**src/rtl/timer_scheduler.sv**
```systemverilog
`default_nettype none
// +----------------------------------------------------------------------------+
// | Module      : timer_scheduler                                              |
// | Description : Four-channel deadline timer driven by one free-running       |
// |               counter. Each channel is one-shot or periodic; a single      |
// |               comparator is shared round-robin across the channels.        |
// | Revision    : 1.0 - initial release                                        |
// +----------------------------------------------------------------------------+
// | Ports                                                                      |
// |   clk          in   1      system clock, rising edge                       |
// |   rst_n        in   1      synchronous active-low reset                    |
// |   req          in   1      configuration request, held until ack           |
// |   req_ch       in   2      target channel                                  |
// |   req_limit    in   WIDTH  delay in cycles (MSB ignored), 0 = cancel       |
// |   req_periodic in   1      1 = auto-reload, 0 = one-shot                   |
// |   ack          out  1      one-cycle accept pulse                          |
// |   int_clr      in   4      per-channel interrupt clear                     |
// |   int_o        out  4      per-channel sticky interrupt                    |
// |   armed_o      out  4      per-channel ARMED status                        |
// |   count_o      out  WIDTH  free-running count                              |
// +----------------------------------------------------------------------------+
module timer_scheduler #(
  parameter int WIDTH = 32
) (
  input  logic             clk,
  input  logic             rst_n,
  input  logic             req,
  input  logic [1:0]       req_ch,
  input  logic [WIDTH-1:0] req_limit,
  input  logic             req_periodic,
  output logic             ack,
  input  logic [3:0]       int_clr,
  output logic [3:0]       int_o,
  output logic [3:0]       armed_o,
  output logic [WIDTH-1:0] count_o
);

  // Channel count is tied to the 2-bit channel select and 4-bit vectors.
  localparam int NCH = 4;

  localparam logic ST_IDLE  = 1'b0;
  localparam logic ST_ARMED = 1'b1;

  logic [WIDTH-1:0] count_q, count_d;
  logic [1:0]       scan_q, scan_d;
  logic             ack_q, ack_d;
  logic [NCH-1:0]   int_q, int_d;
  logic             state_q    [NCH];
  logic             state_d    [NCH];
  logic [WIDTH-1:0] deadline_q [NCH];
  logic [WIDTH-1:0] deadline_d [NCH];
  logic [WIDTH-2:0] limit_q    [NCH];
  logic [WIDTH-2:0] limit_d    [NCH];
  logic             periodic_q [NCH];
  logic             periodic_d [NCH];

  logic             w_sample;
  logic [WIDTH-2:0] w_lim;
  logic             w_unused_limit_msb;
  logic [WIDTH-1:0] w_diff;
  logic             w_cfg_on_scan;
  logic             w_expire;

  // A new request is only taken while no ack is outstanding, so a requester
  // that keeps req up through the ack cycle is accepted exactly once.
  assign w_sample           = req & ~ack_q;
  assign w_lim              = req_limit[WIDTH-2:0];
  assign w_unused_limit_msb = req_limit[WIDTH-1];

  // Wrap-aware "count has reached deadline": the difference is treated as a
  // signed value, valid because limits are kept below half the count range.
  assign w_diff        = count_q - deadline_q[scan_q];
  assign w_cfg_on_scan = w_sample && (req_ch == scan_q);
  assign w_expire      = (state_q[scan_q] == ST_ARMED) && !w_diff[WIDTH-1]
                         && !w_cfg_on_scan;

  always_comb begin
    count_d    = count_q + WIDTH'(1);
    scan_d     = scan_q + 2'd1;
    ack_d      = w_sample;
    int_d      = int_q & ~int_clr;
    state_d    = state_q;
    deadline_d = deadline_q;
    limit_d    = limit_q;
    periodic_d = periodic_q;

    // Expiry is applied after the clear so that a simultaneous set wins.
    if (w_expire) begin
      int_d[scan_q] = 1'b1;
      if (periodic_q[scan_q]) begin
        // Reload from the old deadline, not the current count: no drift.
        deadline_d[scan_q] = deadline_q[scan_q] + {1'b0, limit_q[scan_q]};
      end else begin
        state_d[scan_q] = ST_IDLE;
      end
    end

    if (w_sample) begin
      if (w_lim != '0) begin
        deadline_d[req_ch] = count_q + {1'b0, w_lim};
        limit_d[req_ch]    = w_lim;
        periodic_d[req_ch] = req_periodic;
        state_d[req_ch]    = ST_ARMED;
        int_d[req_ch]      = 1'b0;
      end else begin
        state_d[req_ch] = ST_IDLE;
      end
    end
  end

  always_ff @(posedge clk) begin
    if (!rst_n) begin
      count_q <= '0;
      scan_q  <= '0;
      ack_q   <= 1'b0;
      int_q   <= '0;
      for (int i = 0; i < NCH; i++) begin
        state_q[i]    <= ST_IDLE;
        deadline_q[i] <= '0;
        limit_q[i]    <= '0;
        periodic_q[i] <= 1'b0;
      end
    end else begin
      count_q    <= count_d;
      scan_q     <= scan_d;
      ack_q      <= ack_d;
      int_q      <= int_d;
      state_q    <= state_d;
      deadline_q <= deadline_d;
      limit_q    <= limit_d;
      periodic_q <= periodic_d;
    end
  end

  for (genvar gi = 0; gi < NCH; gi++) begin : g_status
    assign armed_o[gi] = (state_q[gi] == ST_ARMED);
  end

  assign ack     = ack_q;
  assign int_o   = int_q;
  assign count_o = count_q;

endmodule
`default_nettype wire

```
**config.mk**
```make
export PLATFORM = sky130hd
export DESIGN_NAME = timer_scheduler
export DESIGN_NICKNAME = d
export VERILOG_FILES = /design/src/rtl/timer_scheduler.sv
export SDC_FILE = /design/constraint.sdc
export NUM_CORES = 1
export LEC_CHECK = 0
export BUFFER_PORTS_ARGS = -buffer_cell sky130_fd_sc_hd__buf_2
export CORE_UTILIZATION = 45
export DETAILED_ROUTE_END_ITERATION = 16
export GPL_ROUTABILITY_DRIVEN = 0
export GPL_TIMING_DRIVEN = 0
export PLACE_DENSITY = 0.69
export SETUP_SLACK_MARGIN = 0.4
export SYNTH_ARGS = -nofsm -noshare
export SYNTH_HDL_FRONTEND = slang
export SYNTH_SLANG_ARGS = --single-unit
```
**constraint.sdc**
```tcl
create_clock -name clk -period 9.8 [get_ports clk]
set_input_delay 0.49 -clock clk [delete_from_list [all_inputs] [get_ports clk]]
set_output_delay 0.49 -clock clk [all_outputs]
set_load 0.02 [all_outputs]
```
==> metrics <==
status finished, final reports clean; final WL 61000 µm; die area 0.0394 mm²; worst slew pin tran 1.25 ns; sequential power share 0.419; Yosys top cell area share 0.345; Synth area leader dfxtp_1; Initial Util 0.459; final hold viol count 0; fin area a little under 0.02 mm²; ys async rst share 0; combinational power share 0.146; fin. max-slew vios 0; CP max FO 10; Worst-Skew Late Latency 0.54 ns; Leak 7.29 nW; dpl hpwl roughly 46000 µm; Synthesized Nets 2166; total negative slack 0 ns; CTS Root Cell clkbuf_16; mapped cell area 0.0174 mm²; clk_skew 0.0160 ns; WL/cell 22.8 µm; total core area 0.0378 mm²; Rows 71; WS Path Type flop to flop; Remaining Overflow, GRT 0; Seq cells post-synth 299; clock transition at the registers of the reported paths 0.06 ns; via count 16500; area delta synth->final 12.8%; drc violations 0; RSZ-0062 raised after global routing false; most frequent cells in the layout nand2_1, dfxtp_1, a21oi_1; top_reg_cell synth dfxtp_1; I/O Buffers 78; drt via density 6.15; Final min period 6.61 ns; crit end category flop; Net Sw Frac 0.277; clock tree from TritonCTS done; Syn Area/Cell 8.57 µm²; synth top area cells dfxtp_1, nand2_1, a21oi_1, mux4_2, mux2i_1; number of flops mapped to enable cells by yosys 0; Die Y 198 µm; sequential area share after synthesis 0.345; Worst EP arrival 7.05 ns; Final setup viols 0; largest net degree at the start of global routing 14; post-route ant nets 0; max cap viols 0; pre-CTS WS 3.29 ns; Placed Area 0.0184 mm²; clock buffer count from CTS 34; most common cell after layout, fill and taps aside nand2_1; Tot GR Track Use 0.310; I/O pins a little over 80; slowest CP cell buf_1; DIE WIDTH 198 µm; worst vdd ir 0.120 mV; Syn. warnings 0; Internal 0.00222 W; Initial DRT Pass Iterations 6; post-cts gate resize count 0; CTS Hold Bufs 0; Final Cycle Share 0.675; WP data required between 10 and 15 ns; Total Power around 0.003 W; vias in the first global route 15400; Startpoint Class flop; worst min path class input port to flop; clock power share 0.435; worst relative slew slack 0.170; FMAX 0.151 GHz; CTS H-tree lvls 2; nets@finish 2282; post-CTS setup buffers 0; PD cells 157 mW/mm²; critical path, cell by cell buf_6, clkbuf_1, buf_1, clkbuf_1, mux4_2, ha_1, a21o_1, nand4_1, a211oi_1, o2111ai_1, a31oi_1, a31oi_1, xnor2_1, mux2i_1, a211oi_1; first-pass GRT wire length 91300 µm; Critical Path Max Stage Delay 0.94 ns; number of DRC markers in iteration 0 around 1800; top cell family by delay on the critical path buffers and inverters; Setup WS post-layout 3.19 ns; flop2flop setup slack 3.19 ns; Psw 0.000851 W; Num Clock Sinks roughly 300; initial antenna violation count 1; worst path bufs/invs 4; cells after synthesis about 2000; layout cells sized above 1 0.105; Synth cell types 70; clk buf depth 3
final cells by class:
class	instances	area [µm²]
sequential	299	5990
inverter	60	225
fill	3567	18300
multi-input combinational	1546	10600
timing repair buffer	80	409
clock inverter	9	120
tap	511	639
antenna	1	2.50
clock buffer	50	1030
buffer	120	553
cell families after synthesis:
kind of cell             share of synthesized area
adder cells (fa/ha/maj)                     0.0722
XOR/XNOR                                    0.0384
AO/OA/AOI/OAI                                0.188
flip-flops                                   0.345
multiplexers                                 0.156
AND/OR/NAND/NOR                              0.155
buffers and inverters                       0.0448
worst paths after layout:
path                             from                   endpoint  cells past startpoint
max              scan_q[0]$_SDFF_PN0_  deadline_q[26]$_SDFF_PN0_                     15
min                        int_clr[0]        int_o[0]$_SDFF_PN0_                      4
min reg2reg  limit_q[46]$_SDFFE_PN0P_   limit_q[46]$_SDFFE_PN0P_                      2
max reg2reg      scan_q[0]$_SDFF_PN0_  deadline_q[26]$_SDFF_PN0_                     15
Yosys cell counts (8+ instances only):
| cell type | count |
|---|---|
| buf_6 | 13 |
| mux2i_1 | 126 |
| o21ai_0 | 84 |
| o21a_1 | 8 |
| a211oi_1 | 12 |
| and3_1 | 13 |
| nor4_1 | 11 |
| o211ai_1 | 9 |
| o21bai_1 | 8 |
| a21oi_1 | 294 |
| buf_1 | 12 |
| a21o_1 | 28 |
| nand3_1 | 25 |
| ha_1 | 97 |
| nand2_1 | 400 |
| dfxtp_1 | 299 |
| xnor2_1 | 43 |
| nor3_1 | 24 |
| nand2b_1 | 16 |
| or3_1 | 9 |
| o22ai_1 | 32 |
| nor2b_1 | 13 |
| xor2_1 | 33 |
| mux4_2 | 64 |
| and2_1 | 8 |
| nor2_1 | 78 |
| inv_1 | 59 |
| nand4_1 | 16 |
| clkbuf_1 | 93 |
| a31oi_1 | 18 |
worst reg2reg max path: cells and delay by family (launching register included):
| kind | cells | cell delay (ns) |
|---|---|---|
| simple gates | 1 | 0.15 |
| compound gates | 6 | 2.10 |
| buf+inv | 4 | 2.39 |
| flops | 1 | 0.38 |
| xor+xnor | 1 | 0.47 |
| fa+ha+maj | 1 | 0.39 |
| mux | 2 | 0.64 |
metal layers:
metal | vias up | part of all wire | GRT usage
met5 | - | 0 | 0
met4 | 0 | 0.043 | 0.130
met3 | 160 | 0.099 | 0.0622
met2 | 889 | 0.45 | 0.494
met1 | 7926 | 0.40 | 0.408
li1 | 7490 | - | -
state kept, by name (all words and copies together) (netlist names):
name        count
ack             1
armed_o         4
count_o        32
deadline_q    128
int_o           4
limit_q       124
periodic_q      4
scan_q          2
power groups by stage:
stage	clock network [W]	logic, W	registers (W)
after global routing	0.00139	0.000477	0.00129
final	0.00133	0.000449	0.00129
after detailed placement	0	0.000434	0.00131
after CTS	0.00134	0.000437	0.00128
after global placement	0	0.000423	0.00131
after floorplan	0	0.000284	0.00130
metrics by stage:
step | utilization | hold slack (ns) | cells
2_1_floorplan | - | 0.433 | 2025
3_3_place_gp | 0.486 | 0.438 | 2614
3_5_place_dp | 0.487 | 0.446 | 2616
4_1_cts | 0.517 | 0.247 | 2675
5_1_grt | 0.517 | 0.269 | 2676
6_report | 0.517 | 0.253 | 2676
Note: power is estimated with default switching activity, not from simulation.
